`src/rtl/execute_stage_if.sv`:
```
// Signal bundle between fetch, the execute stage, the data RAM and the redirect path.
// The execute stage uses the slave modport; the fetch/RAM side uses master.
interface execute_stage_if;
  logic [4:0] instr_in;
  logic [2:0] addr_mode_in;
  logic [7:0] data_in;
  logic [7:0] pc_in;
  logic       in_valid;
  logic       in_ready;
  logic [7:0] CPUinput;
  logic [7:0] CPUoutput;
  logic [7:0] dmem_addr;
  logic [7:0] dmem_wdata;
  logic [7:0] dmem_rdata;
  logic       dmem_re;
  logic       dmem_we;
  logic       br_taken;
  logic [7:0] br_target;
  logic [7:0] acc_out;
  logic       flag_z;
  logic       flag_c;
  logic       halted;

  modport master (
    output instr_in, addr_mode_in, data_in, pc_in, in_valid, CPUinput, dmem_rdata,
    input  in_ready, CPUoutput, dmem_addr, dmem_wdata, dmem_re, dmem_we,
           br_taken, br_target, acc_out, flag_z, flag_c, halted
  );

  modport slave (
    input  instr_in, addr_mode_in, data_in, pc_in, in_valid, CPUinput, dmem_rdata,
    output in_ready, CPUoutput, dmem_addr, dmem_wdata, dmem_re, dmem_we,
           br_taken, br_target, acc_out, flag_z, flag_c, halted
  );
endinterface

```
`src/rtl/execute_stage.sv`:
```
// Accumulator execute stage: ALU ops with immediate/direct/indirect operands, STA,
// jumps with a one-cycle redirect pulse, port I/O and halt.
//
// state | meaning
// IDLE  | ready to accept an instruction (in_ready=1)
// WAITP | pointer read outstanding; issue the final read or the indirect write
// WAITD | operand read outstanding; execute with dmem_rdata on the next edge
// HALT  | stopped until reset
module execute_stage (
  input  logic     clk,
  input  logic     reset,
  execute_stage_if.slave bus
);
  localparam logic [4:0] OP_LDA = 5'b00001;
  localparam logic [4:0] OP_STA = 5'b00010;
  localparam logic [4:0] OP_ADD = 5'b00011;
  localparam logic [4:0] OP_SUB = 5'b00100;
  localparam logic [4:0] OP_AND = 5'b00101;
  localparam logic [4:0] OP_OR  = 5'b00110;
  localparam logic [4:0] OP_NOT = 5'b00111;
  localparam logic [4:0] OP_JMP = 5'b01000;
  localparam logic [4:0] OP_JZ  = 5'b01001;
  localparam logic [4:0] OP_JC  = 5'b01010;
  localparam logic [4:0] OP_IN  = 5'b01011;
  localparam logic [4:0] OP_OUT = 5'b01100;
  localparam logic [4:0] OP_HLT = 5'b11111;

  typedef enum logic [1:0] {
    IDLE  = 2'd0,
    WAITP = 2'd1,
    WAITD = 2'd2,
    HALT  = 2'd3
  } state_t;

  state_t     state;
  state_t     nextState;
  logic [4:0] opLat;

  logic [7:0] acc;
  logic [7:0] cpuOut;
  logic [7:0] brTarget;
  logic       flagZ;
  logic       flagC;
  logic       brTaken;
  logic       haltedReg;

  logic       accept;
  logic       isAlu;
  logic       isSta;
  logic       modeDir;
  logic       modeInd;
  logic       modePcRel;

  logic       aluFire;
  logic [4:0] aluOp;
  logic [7:0] aluOperand;
  logic [7:0] aluResult;
  logic [8:0] sum9;
  logic       noBorrow;

  logic       jumpTaken;
  logic [7:0] jumpTarget;

  assign modeDir   = (bus.addr_mode_in == 3'b001);
  assign modeInd   = (bus.addr_mode_in == 3'b010);
  assign modePcRel = (bus.addr_mode_in == 3'b011);
  assign isAlu     = bus.instr_in inside {OP_LDA, OP_ADD, OP_SUB, OP_AND, OP_OR};
  assign isSta     = (bus.instr_in == OP_STA);

  // Gating with reset keeps the handshake and strobes quiet during the reset cycle.
  assign accept = (state == IDLE) && bus.in_valid && !reset;

  always_ff @(posedge clk) begin
    if (reset) begin
      state <= IDLE;
      opLat <= '0;
    end else begin
      state <= nextState;
      if (accept) opLat <= bus.instr_in;
    end
  end

  always_comb begin
    nextState = state;
    unique case (state)
      IDLE: begin
        if (accept) begin
          if (bus.instr_in == OP_HLT)                nextState = HALT;
          else if (isAlu && modeDir)                 nextState = WAITD;
          else if ((isAlu || isSta) && modeInd)      nextState = WAITP;
          else                                       nextState = IDLE;
        end
      end
      WAITP:   nextState = (opLat == OP_STA) ? IDLE : WAITD;
      WAITD:   nextState = IDLE;
      HALT:    nextState = HALT;
      default: nextState = IDLE;
    endcase
  end

  always_comb begin
    bus.in_ready   = (state == IDLE) && !reset;
    bus.dmem_re    = 1'b0;
    bus.dmem_we    = 1'b0;
    bus.dmem_addr  = 8'h00;
    bus.dmem_wdata = 8'h00;
    unique case (state)
      IDLE: begin
        if (accept) begin
          if ((isAlu && (modeDir || modeInd)) || (isSta && modeInd)) begin
            bus.dmem_re   = 1'b1;
            bus.dmem_addr = bus.data_in;
          end else if (isSta && modeDir) begin
            bus.dmem_we    = 1'b1;
            bus.dmem_addr  = bus.data_in;
            bus.dmem_wdata = acc;
          end
        end
      end
      WAITP: begin
        // The pointer just read is the effective address of the second access.
        if (!reset) begin
          if (opLat == OP_STA) begin
            bus.dmem_we    = 1'b1;
            bus.dmem_addr  = bus.dmem_rdata;
            bus.dmem_wdata = acc;
          end else begin
            bus.dmem_re   = 1'b1;
            bus.dmem_addr = bus.dmem_rdata;
          end
        end
      end
      default: ;
    endcase
  end

  assign aluOp      = (state == WAITD) ? opLat : bus.instr_in;
  assign aluOperand = (state == WAITD) ? bus.dmem_rdata : bus.data_in;
  assign aluFire    = (state == WAITD) || (accept && isAlu && !modeDir && !modeInd);
  assign sum9       = {1'b0, acc} + {1'b0, aluOperand};
  assign noBorrow   = (acc >= aluOperand);

  always_comb begin
    aluResult = aluOperand;
    case (aluOp)
      OP_ADD:  aluResult = sum9[7:0];
      OP_SUB:  aluResult = acc - aluOperand;
      OP_AND:  aluResult = acc & aluOperand;
      OP_OR:   aluResult = acc | aluOperand;
      default: aluResult = aluOperand;
    endcase
  end

  // Conditions use the flags as registered, i.e. before this instruction's edge.
  assign jumpTarget = modePcRel ? (bus.pc_in + bus.data_in) : bus.data_in;
  assign jumpTaken  = accept && ((bus.instr_in == OP_JMP) ||
                                 ((bus.instr_in == OP_JZ) && flagZ) ||
                                 ((bus.instr_in == OP_JC) && flagC));

  always_ff @(posedge clk) begin
    if (reset) begin
      acc       <= 8'h00;
      cpuOut    <= 8'h00;
      flagZ     <= 1'b0;
      flagC     <= 1'b0;
      brTaken   <= 1'b0;
      brTarget  <= 8'h00;
      haltedReg <= 1'b0;
    end else begin
      brTaken <= jumpTaken;
      if (jumpTaken) brTarget <= jumpTarget;
      if (aluFire) begin
        acc   <= aluResult;
        flagZ <= (aluResult == 8'h00);
        if (aluOp == OP_ADD)      flagC <= sum9[8];
        else if (aluOp == OP_SUB) flagC <= noBorrow;
      end
      if (accept) begin
        case (bus.instr_in)
          OP_NOT: begin
            acc   <= ~acc;
            flagZ <= (acc == 8'hFF);
          end
          OP_IN: begin
            acc   <= bus.CPUinput;
            flagZ <= (bus.CPUinput == 8'h00);
          end
          OP_OUT:  cpuOut    <= acc;
          OP_HLT:  haltedReg <= 1'b1;
          default: ;
        endcase
      end
    end
  end

  assign bus.acc_out   = acc;
  assign bus.CPUoutput = cpuOut;
  assign bus.flag_z    = flagZ;
  assign bus.flag_c    = flagC;
  assign bus.br_taken  = brTaken;
  assign bus.br_target = brTarget;
  assign bus.halted    = haltedReg;
endmodule
```
`src/flat_wrapper.sv`:
```
// flat-port wrapper written by rule: the top's interface ports become plain ports
module execute_stage_flat 
  (clk, reset, bus_instr_in, bus_addr_mode_in, bus_data_in, bus_pc_in, bus_in_valid, bus_CPUinput, bus_dmem_rdata, bus_in_ready, bus_CPUoutput, bus_dmem_addr, bus_dmem_wdata, bus_dmem_re, bus_dmem_we, bus_br_taken, bus_br_target, bus_acc_out, bus_flag_z, bus_flag_c, bus_halted);
  execute_stage_if bus_i ();
  input  logic clk;
  input  logic reset;
  input wire logic [$bits(bus_i.instr_in)-1:0] bus_instr_in;
  input wire logic [$bits(bus_i.addr_mode_in)-1:0] bus_addr_mode_in;
  input wire logic [$bits(bus_i.data_in)-1:0] bus_data_in;
  input wire logic [$bits(bus_i.pc_in)-1:0] bus_pc_in;
  input wire logic [$bits(bus_i.in_valid)-1:0] bus_in_valid;
  input wire logic [$bits(bus_i.CPUinput)-1:0] bus_CPUinput;
  input wire logic [$bits(bus_i.dmem_rdata)-1:0] bus_dmem_rdata;
  output wire logic [$bits(bus_i.in_ready)-1:0] bus_in_ready;
  output wire logic [$bits(bus_i.CPUoutput)-1:0] bus_CPUoutput;
  output wire logic [$bits(bus_i.dmem_addr)-1:0] bus_dmem_addr;
  output wire logic [$bits(bus_i.dmem_wdata)-1:0] bus_dmem_wdata;
  output wire logic [$bits(bus_i.dmem_re)-1:0] bus_dmem_re;
  output wire logic [$bits(bus_i.dmem_we)-1:0] bus_dmem_we;
  output wire logic [$bits(bus_i.br_taken)-1:0] bus_br_taken;
  output wire logic [$bits(bus_i.br_target)-1:0] bus_br_target;
  output wire logic [$bits(bus_i.acc_out)-1:0] bus_acc_out;
  output wire logic [$bits(bus_i.flag_z)-1:0] bus_flag_z;
  output wire logic [$bits(bus_i.flag_c)-1:0] bus_flag_c;
  output wire logic [$bits(bus_i.halted)-1:0] bus_halted;
  assign bus_i.instr_in = bus_instr_in;
  assign bus_i.addr_mode_in = bus_addr_mode_in;
  assign bus_i.data_in = bus_data_in;
  assign bus_i.pc_in = bus_pc_in;
  assign bus_i.in_valid = bus_in_valid;
  assign bus_i.CPUinput = bus_CPUinput;
  assign bus_i.dmem_rdata = bus_dmem_rdata;
  assign bus_in_ready = bus_i.in_ready;
  assign bus_CPUoutput = bus_i.CPUoutput;
  assign bus_dmem_addr = bus_i.dmem_addr;
  assign bus_dmem_wdata = bus_i.dmem_wdata;
  assign bus_dmem_re = bus_i.dmem_re;
  assign bus_dmem_we = bus_i.dmem_we;
  assign bus_br_taken = bus_i.br_taken;
  assign bus_br_target = bus_i.br_target;
  assign bus_acc_out = bus_i.acc_out;
  assign bus_flag_z = bus_i.flag_z;
  assign bus_flag_c = bus_i.flag_c;
  assign bus_halted = bus_i.halted;
  execute_stage u_core (.clk(clk), .reset(reset), .bus(bus_i));
endmodule
```
`config.mk`:
```
export PLATFORM = sky130hd
export DESIGN_NAME = execute_stage_flat
export DESIGN_NICKNAME = d
export VERILOG_FILES = /design/src/rtl/execute_stage_if.sv /design/src/rtl/execute_stage.sv /design/src/flat_wrapper.sv
export SDC_FILE = /design/constraint.sdc
export NUM_CORES = 1
export LEC_CHECK = 0
export CORE_UTILIZATION = 30
export DETAILED_ROUTE_END_ITERATION = 6
export MAX_ROUTING_LAYER = met4
export SYNTH_ARGS = -nofsm -noshare
export SYNTH_HDL_FRONTEND = slang
export SYNTH_SLANG_ARGS = --single-unit
```
`constraint.sdc`:
```
create_clock -name clk -period 8.1 [get_ports clk]
set_input_delay 1.62 -clock clk [delete_from_list [all_inputs] [get_ports clk]]
set_output_delay 1.62 -clock clk [all_outputs]
set_load 0.05 [all_outputs]
```
==> flow_summary_export.csv <==
group,metric,value,unit
worst_setup_path,rr_startpoint,"u_core.state[1]$_SDFFE_PP0P_",
detailed_routing,first_pass_iters,5,
hold_path,hold_end,"u_core.bus.CPUoutput[1]$_SDFFE_PP0P_",
layout,syn_to_final_growth,31.9,%
clocking,cts_made_buffers,5,
layout,fin_area,4630,sq um
timing,fin_crit_sh,0.796,
timing,setup_viol,0,
layout,final_cell_mix,"clkdlybuf4s50_1, nor2_1, a21oi_1",
logic_synthesis,seq_area_frac_synth,0.200,
timing,fin_crit,6.45,ns
die,start_util,0.308,
worst_setup_path,rr_worst_depth,12,
logic_synthesis,ys_async_sr_fraction,0,
detailed_routing,wl_per_cell,17.4,um
clocking,clockBufferDepth,2,
worst_setup_path,critPathMaxFanout,10,
power_and_ir_drop,p_leak,1.81,nW
layout,layout-drive-gt1-share,0.0453,
die,die_y,110,um
timing,fmax,155,MHz
placed_design,placed_area,4480,sq um
logic_synthesis,synthFlopType,"dfxtp_1",
grt,overflow,0,
clocking,clkTransAtPathRegs,0.05,ns
die,fp-row-count,39,
logic_synthesis,yosysTopAreaCell,"dfxtp_1",
detailed_routing,wirelength,12.1,mm
worst_setup_path,cp_common_cell,"nor2_1",
clocking,htreeDepth,2,
worst_setup_path,critical_path.top_delay_family,"buffers and inverters",
worst_setup_path,cp-start-kind,"input port",
logic_synthesis,synth_edf_count,0,
hold_path,hold_start,"u_core.bus.CPUoutput[1]$_SDFFE_PP0P_",
logic_synthesis,netlist_instances,478,
worst_setup_path,worstSetupPathType,"in -> out",
timing,setup_tns,0,ns
detailed_routing,drc_errors,0,
placed_design,portBuffers,89,
logic_synthesis,synth.area.top_cells,"dfxtp_1, ha_1, nor2_1",
logic_synthesis,synth_top_area_frac,0.200,
worst_setup_path,endpoint_kind,"primary output",
detailed_routing,vias_per_cell,5.44,
logic_synthesis,syn_avg_cell_area,7.35,sq um
logic_synthesis,ys.warnings.count,0,
hold_path,worstHoldPathType,"reg -> reg",
clocking,cts_root_buf,"clkbuf_16",
detailed_routing,antenna_left,0,
timing,worstMarginPinSlew,1.02,ns
logic_synthesis,syn_nets,555,
timing,grt_setup_unrepaired,"no",
power_and_ir_drop,power.density,115,nW/um^2
layout,antennaDiodeCount,0,
logic_synthesis,syn_area,3510,sq um
die,io_pins,90,
logic_synthesis,yosysUniqueCellTypes,60,
worst_setup_path,cp_slowest_stage_delay,0.82,ns
worst_setup_path,r2r-end,"u_core.bus.flag_z$_SDFF_PP0_",
clocking,cts_setup_buffers,0,
placed_design,gp_congestion,0.927,
clocking,cts_tree,"done",
grt,antenna_found_initial,0,
layout,nets,628,
worst_setup_path,crit_buf_inv,2,
grt,grt_pass1_vias,3443,
logic_synthesis,ys_seq_elements,35,
timing,hold_viol_final,0,
timing,slew_violations,0,
grt,grt_start_max_net_pins,39,
worst_setup_path,required,6.48,ns
worst_setup_path,slowest_stage,"clkdlybuf4s50_1",
grt,grt_pass1_wl,18.2,mm
die,core-area,11400,sq um
worst_setup_path,rrSetupSlack,3.18,ns
power_and_ir_drop,ir_drop,77.7,uV
clocking,insertion_delay,0.28,ns
detailed_routing,drtIter0Drc,276,
die,die_area,12100,sq um
outcome,status,"completed",
clocking,cts_sinks,35,
placed_design,dp_hpwl,9.34,mm
job,maxCapViolCount,0,
worst_setup_path,worstSetupStartpoint,"bus_instr_in[2]",
detailed_routing,routed-via-count,3780,
worst_setup_path,critPathArrivalTime,4.83,ns
clocking,postCtsHoldBufs,0,
die,fp.dieW,110,um
clocking,post_cts_resized,0,
hold_path,hold_path_depth,2,
grt,grtUsageTotal,0.201,
layout,final_common_cell,"clkdlybuf4s50_1",
timing,maxSlewHeadroom,0.318,
worst_setup_path,crit_chain,"clkdlybuf4s50_1 -> nor2_1 -> a2111oi_4 -> o21ai_0 -> nor2_1 -> a22oi_1 -> nor2_1 -> clkdlybuf4s50_1",
timing,fin_skew,0.00207,ns
## worst max path at each step
stage,endpoint,slack [ns],cells after the start
2_1_floorplan,bus_dmem_wdata[7],2.76,6
3_3_place_gp,bus_dmem_addr[6],1.87,8
3_5_place_dp,bus_dmem_addr[3],1.74,8
4_1_cts,bus_dmem_addr[3],1.68,8
5_1_grt,bus_dmem_addr[3],1.43,8
6_report,bus_dmem_addr[5],1.65,8
## metrics by stage
| step | worst slack, ns | power [mW] | hold slack, ns | util | cells |
|---|---|---|---|---|---|
| after CTS | 1.68 | 0.534 | 0.498 | 0.406 | 695 |
| after floorplan | 2.76 | 0.278 | 0.463 | - | 478 |
| after detailed placement | 1.74 | 0.331 | 0.482 | 0.392 | 687 |
| after global placement | 1.87 | 0.329 | 0.461 | 0.392 | 687 |
| final | 1.65 | 0.531 | 0.490 | 0.406 | 695 |
| after global routing | 1.43 | 0.555 | 0.525 | 0.406 | 695 |
## power breakdown
group	total, mW	internal (mW)	switching (mW)	leakage, nW
Sequential	0.183	0.176	0.00676	0.283
Combinational	0.148	0.0629	0.0851	1.45
Clock	0.200	0.131	0.0689	0.0772
Total	0.531	0.370	0.161	1.81
## layout make-up
| class | count | area (sq um) |
|---|---|---|
| inverters | 29 | 109 |
| well taps | 143 | 179 |
| multi-input cells | 388 | 2570 |
| repair buffers | 92 | 913 |
| flip-flops and latches | 35 | 701 |
| clock buffers | 8 | 156 |
| fillers | 1212 | 6790 |
## routing by layer
metal,routed length (um),GRT usage,up-vias
met5,0,-,-
met4,257,0.0555,0
met3,765,0.0364,21
met2,5560,0.313,138
met1,5510,0.267,1774
li1,-,-,1847
## worst register-to-register path, cell delays in order (launching register included)
cell and delay, ns:
dfxtp_1 0.94, nor2b_1 0.83, nor2_1 0.16, a21oi_1 0.74
ha_1 0.25, nor2_1 0.08, a221oi_1 0.56, o31ai_1 0.15
a221oi_1 0.26, a31oi_1 0.08, o31ai_1 0.42, nand4_1 0.17
a221oi_2 0.22
## cells in the mapped netlist (all sizes together), types with 3 or more instances
library cell / n
nand3: 3
nand4: 5
nand2b: 7
nor2: 80
fa: 3
dfxtp: 35
o31ai: 4
nand3b: 6
nor3: 17
o211ai: 3
o21ai: 23
and3: 6
a221oi: 6
a21o: 5
nand2: 36
ha: 31
nor4: 4
a2bb2oi: 5
a21boi: 5
nor2b: 11
buf: 10
xnor2: 9
a31oi: 5
a211oi: 8
a22oi: 11
o21a: 3
o31a: 4
a21oi: 43
clkbuf: 16
mux2i: 9
nor3b: 5
xor2: 5
inv: 29
## cells by family (layout without fill, tap and decap cells)
group | count (synthesis) | after routing | synth area share
AND/OR/NAND/NOR | 189 | 189 | 0.260
AO/OA/AOI/OAI | 140 | 140 | 0.279
buffers and inverters | 55 | 129 | 0.0673
flip-flops | 35 | 35 | 0.200
adder cells (fa/ha/maj) | 34 | 34 | 0.128
XOR/XNOR | 14 | 14 | 0.0349
multiplexers | 11 | 11 | 0.0321
## flip-flops by register name, indices dropped and copies added (netlist names)
signal                flops
u_core.bus.CPUoutput      8
u_core.bus.acc_out        8
u_core.bus.br_taken       1
u_core.bus.br_target      8
u_core.bus.flag_c         1
u_core.bus.flag_z         1
u_core.bus.halted         1
u_core.opLat              5
u_core.state              2
Power figures use the tool's default switching activity.
